File: src/rtl/control_step_sequencer_if.sv
// ---------------------------------------------------------------------------
// control_step_sequencer_if
//
// Purpose:
//   Bundles the control-unit side of the step sequencer into one interface.
//   The control unit, or a testbench standing in for it, takes the master
//   modport. The sequencer takes the slave modport.
//
// Signals (direction seen from the sequencer / slave):
//   run          in   start/resume request, level sampled each cycle
//   stop         in   halt request, honoured at the next instruction boundary
//   last_step    in   decoder flag: current step is the final execute step
//   mem_access   in   current step performs a memory read/write
//   mem_ready    in   memory completes the access this cycle
//   step_onehot  out  one-hot step strobes T0..T(MAX_STEPS-1)
//   step_num     out  binary index of the current step
//   stall        out  high while waiting on memory
//   instr_done   out  one-cycle pulse after an instruction's final step
//   halted       out  high while halted
//   timeout      out  sticky memory-wait overflow flag
// ---------------------------------------------------------------------------
interface control_step_sequencer_if #(
    parameter int MAX_STEPS = 8
);
    localparam int SW = (MAX_STEPS > 1) ? $clog2(MAX_STEPS) : 1;

    logic                 run;
    logic                 stop;
    logic                 last_step;
    logic                 mem_access;
    logic                 mem_ready;
    logic [MAX_STEPS-1:0] step_onehot;
    logic [SW-1:0]        step_num;
    logic                 stall;
    logic                 instr_done;
    logic                 halted;
    logic                 timeout;

    modport master (
        output run,
        output stop,
        output last_step,
        output mem_access,
        output mem_ready,
        input  step_onehot,
        input  step_num,
        input  stall,
        input  instr_done,
        input  halted,
        input  timeout
    );

    modport slave (
        input  run,
        input  stop,
        input  last_step,
        input  mem_access,
        input  mem_ready,
        output step_onehot,
        output step_num,
        output stall,
        output instr_done,
        output halted,
        output timeout
    );
endinterface

File: src/rtl/control_step_sequencer.sv
// ---------------------------------------------------------------------------
// control_step_sequencer
//
// Purpose:
//   Parametrised control-step generator for the control unit. It emits
//   one-hot step strobes T0..T(MAX_STEPS-1) and stalls on memory handshakes.
//   Each instruction ends on the decoder's last_step flag, or on the final
//   step. It supports run, halt and single-step, and it halts with a sticky
//   timeout flag if a memory wait lasts too long.
//
// Parameters:
//   MAX_STEPS    number of control steps; the last step always ends the instr
//   FETCH_STEPS  leading fetch steps during which last_step is ignored
//   WAIT_LIMIT   max stalled cycles on one memory step before timeout
//
// Ports:
//   clk    in   rising-edge clock
//   clear  in   asynchronous active-high reset
//   bus    slave modport of control_step_sequencer_if
//          (run/stop/last_step/mem_access/mem_ready in;
//           step_onehot/step_num/stall/instr_done/halted/timeout out)
//
// All outputs come straight from flops. Their next values are derived from
// the next-state values, so the outputs line up with the state register.
// ---------------------------------------------------------------------------
module control_step_sequencer #(
    parameter int MAX_STEPS   = 8,
    parameter int FETCH_STEPS = 3,
    parameter int WAIT_LIMIT  = 15
) (
    input  logic                     clk,
    input  logic                     clear,
    control_step_sequencer_if.slave  bus
);

    localparam int SW = (MAX_STEPS > 1) ? $clog2(MAX_STEPS) : 1;
    localparam int CW = (WAIT_LIMIT > 0) ? $clog2(WAIT_LIMIT + 1) : 1;

    localparam logic [SW-1:0] LAST_IDX  = SW'(MAX_STEPS - 1);
    localparam logic [CW-1:0] LIMIT_CNT = CW'(WAIT_LIMIT);

    typedef enum logic [1:0] {
        S_IDLE,
        S_RUN,
        S_WAIT_MEM,
        S_HALT
    } state_t;

    state_t               state_q,      state_d;
    logic [SW-1:0]        step_q,       step_d;
    logic [CW-1:0]        wait_cnt_q,   wait_cnt_d;
    logic                 stop_pend_q,  stop_pend_d;
    logic                 timeout_q,    timeout_d;
    logic                 instr_done_q, instr_done_d;
    logic [MAX_STEPS-1:0] onehot_q,     onehot_d;
    logic                 stall_q,      stall_d;
    logic                 halted_q,     halted_d;

    logic                 final_step;
    logic                 take_step;

    // The current step closes the instruction when it is the last step.
    // It also closes it when the decoder flags last_step outside the fetch
    // steps; a last_step seen during fetch is ignored.
    always_comb begin
        final_step = (step_q == LAST_IDX) ||
                     (bus.last_step && (int'(step_q) >= FETCH_STEPS));
    end

    // Next-state logic.
    // take_step marks the cycles in which the current step completes.
    // The shared tail below then either advances to the next step or ends
    // the instruction. Ending the instruction is the only way the step
    // counter wraps back to T0.
    always_comb begin
        state_d      = state_q;
        step_d       = step_q;
        wait_cnt_d   = wait_cnt_q;
        stop_pend_d  = stop_pend_q;
        timeout_d    = timeout_q;
        instr_done_d = 1'b0;
        take_step    = 1'b0;

        unique case (state_q)
            S_IDLE: begin
                if (bus.stop) begin
                    stop_pend_d = 1'b1;
                end
                if (bus.run) begin
                    state_d = S_RUN;
                    step_d  = '0;
                end
            end

            S_HALT: begin
                // A stop on its own is ignored while halted. A stop that
                // arrives with run is latched, so exactly one instruction
                // executes before the next halt (single-step).
                if (bus.run) begin
                    state_d   = S_RUN;
                    step_d    = '0;
                    timeout_d = 1'b0;
                    if (bus.stop) begin
                        stop_pend_d = 1'b1;
                    end
                end
            end

            S_RUN: begin
                if (bus.stop) begin
                    stop_pend_d = 1'b1;
                end
                // A stall wins over last_step: the step must finish its
                // memory access before it can end the instruction.
                if (bus.mem_access && !bus.mem_ready) begin
                    state_d    = S_WAIT_MEM;
                    wait_cnt_d = CW'(1);
                end else begin
                    take_step = 1'b1;
                end
            end

            S_WAIT_MEM: begin
                if (bus.stop) begin
                    stop_pend_d = 1'b1;
                end
                if (bus.mem_ready) begin
                    wait_cnt_d = '0;
                    take_step  = 1'b1;
                end else if (wait_cnt_q == LIMIT_CNT) begin
                    // The instruction is abandoned here, so no instr_done
                    // pulse is raised.
                    state_d     = S_HALT;
                    timeout_d   = 1'b1;
                    wait_cnt_d  = '0;
                    step_d      = '0;
                    stop_pend_d = 1'b0;
                end else begin
                    wait_cnt_d = wait_cnt_q + CW'(1);
                end
            end
        endcase

        if (take_step) begin
            if (final_step) begin
                instr_done_d = 1'b1;
                step_d       = '0;
                if (stop_pend_q || bus.stop) begin
                    state_d     = S_HALT;
                    stop_pend_d = 1'b0;
                end else begin
                    state_d = S_RUN;
                end
            end else begin
                state_d = S_RUN;
                step_d  = step_q + SW'(1);
            end
        end
    end

    // The output flops take their values from the next state. This keeps
    // each strobe in the same cycle as the step it names, and the outputs
    // remain glitch-free flop outputs.
    always_comb begin
        stall_d  = (state_d == S_WAIT_MEM);
        halted_d = (state_d == S_HALT);
        if ((state_d == S_RUN) || (state_d == S_WAIT_MEM)) begin
            onehot_d = MAX_STEPS'(1) << step_d;
        end else begin
            onehot_d = '0;
        end
    end

    // Single register stage for the FSM and every output. clear drops the
    // sequencer straight back to IDLE, even mid-wait, and discards any
    // instr_done pulse still in flight.
    always_ff @(posedge clk or posedge clear) begin
        if (clear) begin
            state_q      <= S_IDLE;
            step_q       <= '0;
            wait_cnt_q   <= '0;
            stop_pend_q  <= 1'b0;
            timeout_q    <= 1'b0;
            instr_done_q <= 1'b0;
            onehot_q     <= '0;
            stall_q      <= 1'b0;
            halted_q     <= 1'b0;
        end else begin
            state_q      <= state_d;
            step_q       <= step_d;
            wait_cnt_q   <= wait_cnt_d;
            stop_pend_q  <= stop_pend_d;
            timeout_q    <= timeout_d;
            instr_done_q <= instr_done_d;
            onehot_q     <= onehot_d;
            stall_q      <= stall_d;
            halted_q     <= halted_d;
        end
    end

    assign bus.step_onehot = onehot_q;
    assign bus.step_num    = step_q;
    assign bus.stall       = stall_q;
    assign bus.instr_done  = instr_done_q;
    assign bus.halted      = halted_q;
    assign bus.timeout     = timeout_q;

endmodule

File: src/flat_wrapper.sv
// flat-port wrapper written by rule: the top's interface ports become plain ports
module control_step_sequencer_flat 
#(
    parameter int MAX_STEPS   = 8,
    parameter int FETCH_STEPS = 3,
    parameter int WAIT_LIMIT  = 15
)
  (clk, clear, bus_run, bus_stop, bus_last_step, bus_mem_access, bus_mem_ready, bus_step_onehot, bus_step_num, bus_stall, bus_instr_done, bus_halted, bus_timeout);
  control_step_sequencer_if #(.MAX_STEPS(MAX_STEPS)) bus_i ();
  input  logic clk;
  input  logic clear;
  input wire logic [$bits(bus_i.run)-1:0] bus_run;
  input wire logic [$bits(bus_i.stop)-1:0] bus_stop;
  input wire logic [$bits(bus_i.last_step)-1:0] bus_last_step;
  input wire logic [$bits(bus_i.mem_access)-1:0] bus_mem_access;
  input wire logic [$bits(bus_i.mem_ready)-1:0] bus_mem_ready;
  output wire logic [$bits(bus_i.step_onehot)-1:0] bus_step_onehot;
  output wire logic [$bits(bus_i.step_num)-1:0] bus_step_num;
  output wire logic [$bits(bus_i.stall)-1:0] bus_stall;
  output wire logic [$bits(bus_i.instr_done)-1:0] bus_instr_done;
  output wire logic [$bits(bus_i.halted)-1:0] bus_halted;
  output wire logic [$bits(bus_i.timeout)-1:0] bus_timeout;
  assign bus_i.run = bus_run;
  assign bus_i.stop = bus_stop;
  assign bus_i.last_step = bus_last_step;
  assign bus_i.mem_access = bus_mem_access;
  assign bus_i.mem_ready = bus_mem_ready;
  assign bus_step_onehot = bus_i.step_onehot;
  assign bus_step_num = bus_i.step_num;
  assign bus_stall = bus_i.stall;
  assign bus_instr_done = bus_i.instr_done;
  assign bus_halted = bus_i.halted;
  assign bus_timeout = bus_i.timeout;
  control_step_sequencer #(.MAX_STEPS(MAX_STEPS), .FETCH_STEPS(FETCH_STEPS), .WAIT_LIMIT(WAIT_LIMIT)) u_core (.clk(clk), .clear(clear), .bus(bus_i));
endmodule
File: config.mk
export PLATFORM = sky130hd
export DESIGN_NAME = control_step_sequencer_flat
export DESIGN_NICKNAME = d
export VERILOG_FILES = /design/src/rtl/control_step_sequencer_if.sv /design/src/rtl/control_step_sequencer.sv /design/src/flat_wrapper.sv
export SDC_FILE = /design/constraint.sdc
export NUM_CORES = 1
export LEC_CHECK = 0
export CAP_MARGIN = 20
export CORE_MARGIN = 2
export CORE_UTILIZATION = 55
export CTS_BUF_LIST = sky130_fd_sc_hd__clkbuf_16
export CTS_CLUSTER_DIAMETER = 150
export CTS_CLUSTER_SIZE = 10
export DETAILED_ROUTE_END_ITERATION = 16
export PLACE_DENSITY_LB_ADDON = 0.05
export SYNTH_ARGS = -nofsm -noshare
export SYNTH_HDL_FRONTEND = slang
export SYNTH_SLANG_ARGS = --single-unit
File: constraint.sdc
create_clock -name clk -period 4 [get_ports clk]
set_input_delay 0.8 -clock clk [delete_from_list [all_inputs] [get_ports clk]]
set_output_delay 0.8 -clock clk [all_outputs]
set_load 0.01 [all_outputs]
Yosys cells after proc, flatten, opt, wreduce, memory -nomap -nowiden --
Index checks and enable logic that the tools add are counted.
Word-level totals: flip-flop bits (word level) 22, word-level logic and storage cells 74, output and inout port bits 15, bits of input ports 7
Cells by class: reduce and logical (&&, ||, !) cells 13, $add $sub $neg 2, equality and inequality tests 12, shift-type cells 1, magnitude comparators 1, multiplexer cells 36
Operators with widths (number):
- $mux 3 | 5
- $mux 1 | 14
- $mux 2 | 7
- $mux 4 | 3
- $eq 2x2->1 const B | 4
- $mux 8 | 1
- $pmux 4 s2 | 1
- $shl 1x3->8 const A | 1
- $pmux 2 s3 | 1
- $pmux 3 s2 | 1
- $add 4x1->4 const B | 1
- $eq 2x1->1 const B | 2
- $eq 4x4->1 const B | 1
- $ne 2x1->1 const B | 2
- $ne 2x2->1 const B | 2
- $pmux 1 s2 | 2
- $reduce_and 4->1 | 1
- $reduce_bool 2->1 | 2
- $reduce_or 2->1 | 2
- $add 3x1->3 const B | 1
- $eq 3x3->1 const B | 1
- $ge 3x2->1 const B | 1
- $logic_or 1x1->1 | 3
- $pmux 1 s3 | 1
- 4 further kinds | 5

Longest topological paths before layout --
Gate-level depths: netlist (run 1).
depth after elaboration 8, gate-level depth with buffers 10, gate-level depth less buffers 8

Least setup slack after synthesis (run 1) --
Ideal clock, no wire load.
path kind input port to flip-flop, start input bus_mem_ready, end register u_core.onehot_q[0] (netlist: u_core.bus.step_onehot[0]), required time 3879 ps, library setup time 121 ps, arrival time 2396 ps, path buffers 2, cell stages on the path 8, slack 1483 ps, cell sequence buf_6 -> o211ai_1 -> and2_2 -> nor2_1 -> a221o_1 -> ha_1 -> buf_1 -> and4b_1
Between the ends: word-level cells in the longest chain between the ends 8, elaborated cells on any way between the ends 17, those cells by class eq/ne (2); shift (1); mux (11); reduce/logical (3)
RTL lines:
- from (decl) | line flat_wrapper.sv:16 | input wire logic [$bits(bus_i.mem_ready)-1:0] bus_mem_ready;
- $logic_not 1->1 | line control_step_sequencer.sv:115 | if (bus.mem_access && !bus.mem_ready) begin
- $logic_and 1x1->1 | line control_step_sequencer.sv:115
- $mux 2 or $mux 1 (tied branches) | line control_step_sequencer.sv:115
- $pmux 2 s3 or $pmux 1 s2 (tied branches) | line control_step_sequencer.sv:84 | unique case (state_q)
- $mux 2 (*) | line control_step_sequencer.sv:144 | if (take_step) begin
- via u_core.state_d[1] | line control_step_sequencer.sv:49 | state_t state_q, state_d;
- $eq 2x1->1 or $eq 2x2->1 (tied branches) | line control_step_sequencer.sv:167 | if ((state_d == S_RUN) || (state_d == S_WAIT_MEM)) begin
- $logic_or 1x1->1 (*) | line control_step_sequencer.sv:167
- $mux 8 (*) | line control_step_sequencer.sv:167
- via u_core.onehot_d[0] | line control_step_sequencer.sv:55 | logic [MAX_STEPS-1:0] onehot_q, onehot_d;
- to (signal assigned) | line control_step_sequencer.sv:195 | onehot_q <= onehot_d;
- to (decl) | line control_step_sequencer.sv:55
The timed path passes the listed nets; every way through them passes the cells marked *. A chain may end at the register's enable or synchronous reset.

Worst setup path in the final report (run 1) --
start input bus_mem_ready, end register u_core.onehot_q[6] (netlist: u_core.bus.step_onehot[6])
Same word-level chain as after synthesis.

==> flow_summary_export.csv, run 1 <==
group,metric,value,unit
status,status,"finished, final reports clean",
routing,ant_nets,0,
clocking,cts_root_buf,"clkbuf_16",
worst_hold_path,hold_path_class,"reg2reg",
sta,fin_tns_setup,0,ns
worst_setup_path,cp.required,4.14,ns
sta,skew,0.002338,ns
floorplan,die_area,0.002566,mm2
worst_setup_path,worst_setup_path_end_kind,"flip-flop",
sta,holdWs,0.5412,ns
routing,wirelength,2375,um
synth,synth_nets,126,
worst_setup_path,crit_slowest_cell,"clkdlybuf4s50_1",
cells_and_area,n_antenna_cell,0,
worst_setup_path,worstSetupPathType,"in2reg",
worst_setup_path,crit_cells,7,
sta,relSlewSlack,0.4407,
floorplan,coreArea,0.002002,mm2
placement,port_buffers,21,
synth,ys_seq_area_frac,0.4598,
synth,synth_warnings,0,
cells_and_area,area_delta_synth_final,27.48,%
sta,timing.final.max_slew_violations,0,
placement,dpl.hpwl,1804,um
synth,async_flop_share,1.000,
clocking,cts_tree,"built",
grt,overflow,0,
clocking,htreeDepth,1,
pwr,ir_drop,493.4,uV
sta,max_freq,346.1,MHz
floorplan,die_y,50.66,um
cells_and_area,fin_util,0.7625,
worst_hold_path,holdPathStages,2,
floorplan,num_rows,16,
job,drv_cap,0,
sta,hold_viol,0,
worst_setup_path,crit_chain,"clkdlybuf4s50_1, o211ai_1, and2_2, nor2_1, a221o_1, ha_1, nor4b_1",
clocking,cts.clk_slew.worst_paths,0.06,ns
worst_setup_path,cp_max_fo,9,
synth,synth_edf_count,0,
worst_setup_path,cp-start-kind,"primary input",
sta,finalCritPeriodShare,0.7224,
sta,tightest_slew,0.8380,ns
worst_setup_path,cp_data_arrival_time,3.03,ns
routing,via_count,922,
floorplan,io_pins,22,
floorplan,start_util,0.5981,
grt,grt_max_degree,23,
worst_setup_path,crit_path_max_incr_delay,0.54,ns
routing,drt_pass1_iterations,4,
cells_and_area,finalNetCount,149,
worst_setup_path,reg2regPathDepth,8,
sta,rsz0062_at_grt,"false",
placement,globalplace.congestion,0.7964,
clocking,clockBufferDepth,2,
grt,antenna_found_initial,0,
clocking,ctsResizeCount,0,
grt,first_global_vias,921,
synth,netlist_area,0.001197,mm2
routing,routedWlPerCell,15.03,um
grt,grt_usage,0.2157,
sta,report.final.setup_viol,0,
routing,drt_iter0_drc,20,
clocking,numCtsBuffers,3,
pwr,leakagePower,0.7279,nW
pwr,powerDensity,785.7,mW/mm2
routing,drc,0,
worst_setup_path,worst_path_dominant_cell_family,"simple AND/OR/NAND/NOR gates",
grt,grt_pass1_wl,4126,um
worst_setup_path,path_buf_inv,1,
floorplan,die_x,50.66,um
synth,synth_seq_cells,22,
synth,yosysUniqueCellTypes,41,
clocking,cts.sinks,22,
clocking,insertion_delay,0.25,ns
synth,syn-mean-instance-area,10.99,um2
synth,synth_ff_type,"dfrtp_1",
cells_and_area,final_layout_size_suffix_gt1_frac,0.1221,
clocking,cts_setup_buffers,0,
routing,viasPerCell,5.835,
clocking,hold_buffers,0,
sta,fin_crit,2.890,ns
synth,synthCells,109,
==> worst paths after layout <==
check / start / slack [ns] / end
max in group asynchronous: clear / 2.46 / u_core.wait_cnt_q[2]
min reg2reg: u_core.wait_cnt_q[1] / 0.54 / u_core.wait_cnt_q[1]
max: bus_mem_ready / 1.11 / u_core.bus.step_onehot[6]
min in group asynchronous: clear / 1.02 / u_core.bus.stall
min: u_core.wait_cnt_q[1] / 0.54 / u_core.wait_cnt_q[1]
max reg2reg: u_core.state_q[0] / 1.26 / u_core.bus.step_onehot[6]
==> kinds of logic (layout without fill, tap and decap cells) <==
family,count (synthesis),count (layout),share of synthesized area
AO/OA/AOI/OAI,27,27,0.1818
adder cells (fa/ha/maj),10,10,0.1045
buffers and inverters,13,35,0.04806
flip-flops,22,22,0.4598
multiplexers,1,1,0.008360
AND/OR/NAND/NOR,36,36,0.1975
==> sequential cells by signal, summed over array words and instances, names as in the netlist <==
| signal | cells |
|---|---|
| u_core.bus.halted | 1 |
| u_core.bus.instr_done | 1 |
| u_core.bus.stall | 1 |
| u_core.bus.step_num | 3 |
| u_core.bus.step_onehot | 8 |
| u_core.bus.timeout | 1 |
| u_core.state_q | 2 |
| u_core.stop_pend_q | 1 |
| u_core.wait_cnt_q | 4 |
==> metal layers <==
layer,up-vias,wire length (um),track usage
met4,0,0,0.07207
li1,447,-,-
met1,459,1006,0.2673
met5,-,0,0
met3,0,88,0.03571
met2,16,1279,0.3794
==> cell usage after synthesis, types with 2 or more instances <==
library cell	number	area (um2)
inv_1	8	30.03
a211o_1	2	17.52
nor2_1	6	22.52
dfrtp_1	22	550.5
nor2b_1	2	12.51
nand2b_1	4	25.02
nand2_1	6	22.52
o21ai_0	5	25.02
inv_2	2	7.510
nor3_1	2	10.01
nor4b_2	2	30.03
ha_1	10	125.1
a21oi_1	7	35.03
nor4_1	4	25.02
==> stage by stage <==
stage,cell area (um2),instances,setup WS (ns),power (mW)
after floorplan,1197,109,1.483,0.7465
after global placement,1421,154,1.001,0.9037
after detailed placement,1421,154,0.8771,0.9229
after CTS,1526,158,1.139,1.203
after global routing,1526,158,0.9171,1.286
final,1526,158,1.110,1.199
==> power by group <==
| part | internal, mW | total, mW | switching (mW) |
|---|---|---|---|
| clock network | 0.199 | 0.276 | 0.0775 |
| logic | 0.260 | 0.590 | 0.330 |
| registers | 0.285 | 0.334 | 0.0482 |
==> tightest hold or removal path: cells and delay by family (launching register included) <==
family,cells,cell delay (ns)
DFF,1,0.39
and+or+nand+nor,2,0.12
==> placed cells by master, fill, tap and decap left out, types with 2 or more instances in the layout <==
master / n
nor3_1: 2
a211o_1: 2
nor2b_1: 2
nand2b_1: 4
nor2_1: 6
nor4b_2: 2
inv_1: 8
clkdlybuf4s50_1: 21
ha_1: 10
clkbuf_16: 3
a21oi_1: 7
inv_2: 2
dfrtp_1: 22
o21ai_0: 5
nand2_1: 6
nor4_1: 4
==> cell type report <==
type,instances,area [um2]
clock buffers,3,75.07
flip-flops and latches,22,550.5
fillers,138,475.5
clock inverters,1,30.03
inverters,10,37.54
well taps,27,33.78
multi-input cells,74,589.3
repair buffers,21,210.2
No activity file was read; power rests on OpenSTA's default activity.
==> inputs of run 2 (changes only) <==
--- a/config.mk
+++ b/config.mk
@@ -7,7 +7,7 @@
 export LEC_CHECK = 0
 export CAP_MARGIN = 20
 export CORE_MARGIN = 2
-export CORE_UTILIZATION = 55
+export CORE_UTILIZATION = 46
 export CTS_BUF_LIST = sky130_fd_sc_hd__clkbuf_16
 export CTS_CLUSTER_DIAMETER = 150
 export CTS_CLUSTER_SIZE = 10
==> constraint.sdc (replaced) <==
create_clock -name clk -period 2.6 [get_ports clk]
set_input_delay 0.52 -clock clk [delete_from_list [all_inputs] [get_ports clk]]
set_output_delay 0.52 -clock clk [all_outputs]
set_load 0.01 [all_outputs]
==> flow_summary_export.csv, run 2 (synthesis gave the netlist of run 1 again) <==
group,metric,value,unit
cells_and_area,largest_register_ffs,8,
floorplan,coreArea,0.002477,mm2
routing,drt_iter0_drc,17,
worst_hold_path,min_from,"u_core.bus.timeout",
worst_hold_path,whs_endpoint,"u_core.bus.timeout",
pwr,seq_power_share,0.244,
floorplan,start_util,0.4833,
clocking,ctsResizeCount,0,
worst_setup_path,reg2reg_setup_slack,0.19,ns
sta,finalCritPeriodShare,0.9262,
floorplan,num_rows,18,
cells_and_area,n_antenna_cell,0,
worst_setup_path,worst_setup_path_end_kind,"flip-flop",
worst_setup_path,rr_startpoint,"u_core.bus.step_num[0]",
clocking,cts_setup_buffers,0,
clocking,htreeDepth,1,
clocking,cts_root_buf,"clkbuf_16",
routing,ant_nets,0,
pwr,p_comb_frac,0.544,
worst_setup_path,worstReg2RegEnd,"u_core.bus.step_onehot[5]",
sta,max_freq,415.3,MHz
cells_and_area,fin_util,0.6636,
pwr,powerDensity,1247,mW/mm2
worst_hold_path,holdPathStages,2,
placement,dpl.hpwl,1907,um
sta,tightest_slew,0.8240,ns
floorplan,die_area,0.003027,mm2
cells_and_area,area_delta_synth_final,37.30,%
floorplan,io_pins,22,
sta,relSlewSlack,0.4501,
floorplan,die_x,55.02,um
clocking,clockBufferDepth,2,
placement,placed_cell_area,0.001508,mm2
clocking,cts.clk_slew.worst_paths,0.06,ns
sta,fin_tns_setup,0,ns
sta,timing.final.max_slew_violations,0,
grt,grt_max_degree,23,
pwr,leakagePower,0.7817,nW
clocking,numCtsBuffers,3,
grt,first_global_vias,962,
routing,wirelength,2613,um
worst_setup_path,cp-start-kind,"flip-flop",
cells_and_area,final_layout_size_suffix_gt1_frac,0.2183,
cells_and_area,stdcell_area,0.001644,mm2
clocking,cts_tree,"built",
worst_setup_path,cp_data_arrival_time,2.55,ns
pwr,p_int,1.281,mW
sta,rsz0062_at_grt,"false",
routing,drt_pass1_iterations,4,
cells_and_area,final_common_cell,"dfrtp_1",
clocking,cts.sinks,22,
sta,hold_viol,0,
routing,via_count,939,
routing,drc,0,
grt,grt_usage,0.1997,
pwr,p_sw,768.3,uW
clocking,insertion_delay,0.25,ns
worst_setup_path,reg2regPathDepth,8,
worst_setup_path,cp.required,2.74,ns
sta,report.final.setup_viol,0,
worst_setup_path,cp_max_fo,8,
job,drv_cap,0,
floorplan,die_y,55.02,um
grt,grt_pass1_wl,4250,um
pwr,swShare,0.3748,
pwr,ir_drop,787.6,uV
worst_hold_path,hold_path_class,"reg2reg",
grt,overflow,0,
routing,routedWlPerCell,15.19,um
grt,antenna_found_initial,0,
status,status,"finished, final reports clean",
routing,viasPerCell,5.459,
placement,port_buffers,21,
placement,globalplace.congestion,0.8332,
cells_and_area,finalNetCount,160,
sta,fin_crit,2.408,ns
pwr,fin_total_pwr,2.050,mW
cells_and_area,fillers,197,
sta,skew,0.002059,ns
pwr,pwr-share-clk,0.212,
worst_setup_path,worstSetupPathType,"reg2reg",
cells_and_area,final_cell_mix,"dfrtp_1 (22), clkdlybuf4s50_1 (21), buf_4 (11), ha_1 (9), inv_1 (8)",
clocking,hold_buffers,0,
run 2: worst max path at each step:
stage / from / end / cells after the start
floorplan: u_core.state_q[0] / u_core.bus.step_onehot[0] / 10
global placement: bus_mem_access / u_core.bus.step_onehot[6] / 7
detailed placement: bus_mem_access / u_core.bus.step_onehot[6] / 7
CTS: u_core.bus.step_num[0] / u_core.bus.step_onehot[6] / 8
global route: u_core.bus.step_num[0] / u_core.bus.step_onehot[5] / 8
finish: u_core.bus.step_num[0] / u_core.bus.step_onehot[5] / 8
run 2: layout make-up:
type	instances	area [um2]	area share
sequential	22	550.5	0.3349
multi-input combinational	74	620.6	0.3775
timing repair buffer	32	292.8	0.1781
inverter	10	37.54	0.02283
clock inverter	1	30.03	0.01826
clock buffer	3	75.07	0.04566
tap	30	37.54	0.02283
run 2: power by group through the flow:
stage | Sequential [mW] | Combinational, mW | Clock, mW
6_report | 0.500 | 1.12 | 0.435
5_1_grt | 0.511 | 1.23 | 0.458
4_1_cts | 0.500 | 1.04 | 0.441
3_5_place_dp | 0.504 | 1.03 | 0
3_3_place_gp | 0.501 | 1.02 | 0
2_1_floorplan | 0.535 | 0.614 | 0
run 2: critical path: stages (launching register included):
cell and delay [ns]:
dfrtp_1 0.41, ha_1 0.23, ha_1 0.19, a211o_1 0.26, a21oi_1 0.16, nor2_1 0.07
a221o_1 0.36, ha_4 0.28, nor4_1 0.32
run 2: metal layers:
metal | GRT usage | vias up | part of all wire
met5 | 0 | - | 0
met4 | 0.08537 | 0 | 0.020
met3 | 0.04839 | 8 | 0.036
met1 | 0.2449 | 452 | 0.43
met2 | 0.3333 | 17 | 0.52
li1 | - | 462 | -
run 2: per-stage QoR:
| step | instances | hold slack, ns | worst slack, ns |
|---|---|---|---|
| 2_1_floorplan | 109 | 0.4848 | 0.1040 |
| 3_3_place_gp | 168 | 0.5093 | 0.1035 |
| 3_5_place_dp | 168 | 0.5234 | 0.04360 |
| 4_1_cts | 172 | 0.5390 | 0.06297 |
| 5_1_grt | 172 | 0.5844 | 0.03192 |
| 6_report | 172 | 0.5387 | 0.1920 |
==> inputs of run 3 (changes only) <==
--- a/config.mk
+++ b/config.mk
@@ -8,7 +8,6 @@
 export CAP_MARGIN = 20
 export CORE_MARGIN = 2
 export CORE_UTILIZATION = 46
-export CTS_BUF_LIST = sky130_fd_sc_hd__clkbuf_16
 export CTS_CLUSTER_DIAMETER = 150
 export CTS_CLUSTER_SIZE = 10
 export DETAILED_ROUTE_END_ITERATION = 16
==> flow_summary_export.csv, run 3 (synthesis gave the netlist of run 1 again) <==
group,metric,value,unit
status,status,"finished, final reports clean",
worst_setup_path,crit_chain,"ha_1, ha_1, a211o_1, a21oi_1, nor2_1, a221o_1, ha_4, nor4_1",
worst_setup_path,cp_data_arrival_time,2.63,ns
sta,skew,0.002050,ns
placement,globalplace.congestion,0.8332,
clocking,cts_tree,"built",
worst_setup_path,cp-start-kind,"flip-flop",
grt,antenna_found_initial,0,
job,drv_cap,0,
cells_and_area,regArea,550.5,um2
sta,timing.final.max_slew_violations,0,
routing,drt_pass1_iterations,4,
placement,port_buffers,21,
routing,wirelength,2591,um
clocking,cts.sinks,22,
clocking,htreeDepth,1,
cells_and_area,stdcell_area,0.001592,mm2
cells_and_area,fillers,209,
worst_setup_path,crit_cells,8,
placement,dpl.hpwl,1907,um
cells_and_area,finalNetCount,160,
sta,finalCritPeriodShare,0.9283,
grt,first_global_vias,941,
sta,fin_tns_setup,0,ns
cells_and_area,final_cell_mix,"dfrtp_1 (22), clkdlybuf4s50_1 (21), buf_4 (11), ha_1 (9), inv_1 (8)",
cells_and_area,final_common_cell,"dfrtp_1",
pwr,powerDensity,1186,mW/mm2
routing,routedWlPerCell,15.06,um
worst_hold_path,hold_path_class,"reg2reg",
floorplan,start_util,0.4833,
sta,rsz0062_at_grt,"false",
cells_and_area,final_layout_size_suffix_gt1_frac,0.2183,
clocking,numCtsBuffers,3,
sta,report.final.setup_viol,0,
sta,max_freq,414.3,MHz
floorplan,die_area,0.003027,mm2
sta,relSlewSlack,0.4481,
worst_hold_path,holdPathStages,2,
routing,viasPerCell,5.436,
worst_setup_path,crit_path_max_incr_delay,0.44,ns
floorplan,coreArea,0.002477,mm2
pwr,leakagePower,0.7585,nW
cells_and_area,area_delta_synth_final,32.92,%
routing,drc,0,
clocking,insertion_delay,0.31,ns
pwr,fin_total_pwr,1.887,mW
sta,holdWs,0.5541,ns
cells_and_area,multi_input_area,620.6,um2
worst_setup_path,worst_setup_path_end_kind,"flip-flop",
grt,grt_pass1_wl,4153,um
grt,overflow,0,
floorplan,io_pins,22,
sta,hold_viol,0,
worst_setup_path,cp_max_fo,8,
worst_setup_path,cp.required,2.82,ns
pwr,ir_drop,726.9,uV
grt,grt_max_degree,23,
floorplan,num_rows,18,
grt,grt_usage,0.1962,
routing,via_count,935,
routing,drt_iter0_drc,8,
cells_and_area,largest_register_ffs,8,
clocking,clockBufferDepth,2,
clocking,cts_root_buf,"clkbuf_4",
worst_setup_path,crit_slowest_cell,"dfrtp_1",
worst_setup_path,worst_path_dominant_cell_family,"compound AO/OA/AOI/OAI gates",
floorplan,die_y,55.02,um
worst_setup_path,reg2regPathDepth,8,
placement,placed_cell_area,0.001508,mm2
worst_setup_path,path_common_cell,"ha_1",
clocking,hold_buffers,0,
sta,fin_crit,2.414,ns
floorplan,die_x,55.02,um
routing,ant_nets,0,
cells_and_area,n_antenna_cell,0,
worst_setup_path,worstSetupPathType,"reg2reg",
clocking,cts.clk_slew.worst_paths,0.13,ns
worst_setup_path,path_buf_inv,0,
sta,tightest_slew,0.8270,ns
-- run 3: cell types whose count changed in the layout (fill, tap and decap cells not counted) --
cell	delta
clkbuf_16	-3
clkbuf_4	+3
-- run 3: cell type report --
cell class | count | share of cell area
multi-input combinational | 74 | 0.3899
inverter | 10 | 0.02358
tap | 30 | 0.02358
sequential | 22 | 0.3459
timing repair buffer | 32 | 0.1840
clock buffer | 3 | 0.01415
clock inverter | 1 | 0.01887
-- run 3: final timing paths --
check,start,end,slack [ns]
min in group asynchronous,clear,u_core.stop_pend_q,0.66
max in group asynchronous,clear,u_core.state_q[1],1.44
setup reg to reg,u_core.bus.step_num[0],u_core.bus.step_onehot[5],0.19
hold / removal,u_core.bus.timeout,u_core.bus.timeout,0.55
hold reg to reg,u_core.bus.timeout,u_core.bus.timeout,0.55
setup / recovery,u_core.bus.step_num[0],u_core.bus.step_onehot[5],0.19
-- run 3: report_power, final --
part	leakage (nW)	total, mW	switching (mW)	internal [mW]
logic	0.439	1.12	0.580	0.539
clock network	0.0279	0.271	0.115	0.156
registers	0.292	0.497	0.0594	0.437
total	0.759	1.89	0.755	1.13
-- run 3: routing by layer --
layer | global-route usage | part of all wire | vias up
li1 | - | - | 463
met1 | 0.2398 | 0.44 | 457
met5 | 0 | 0 | -
met3 | 0.03226 | 0.026 | 4
met4 | 0.1016 | 0.016 | 0
met2 | 0.3313 | 0.52 | 11
-- run 3: what timing repair did --
action | CTS | global route
gates resized for setup | 0 | 5
setup endpoints to repair | 0 | 8
setup buffers | 0 | 0
-- run 3: stage by stage --
step,std cells,utilization,worst slack (ns)
floorplan,109,-,0.1040
global placement,168,0.6086,0.1035
detailed placement,168,0.6086,0.04360
CTS,172,0.6298,0.04961
global route,172,0.6424,0.04942
finish,172,0.6424,0.1864
-- run 3: worst reg2reg max path: cells and delay by family, from the launching register on --
kind | cells | cell delay [ns]
flip-flops | 1 | 0.44
adder cells (fa/ha/maj) | 3 | 0.71
AND/OR/NAND/NOR | 2 | 0.38
AO/OA/AOI/OAI | 3 | 0.79
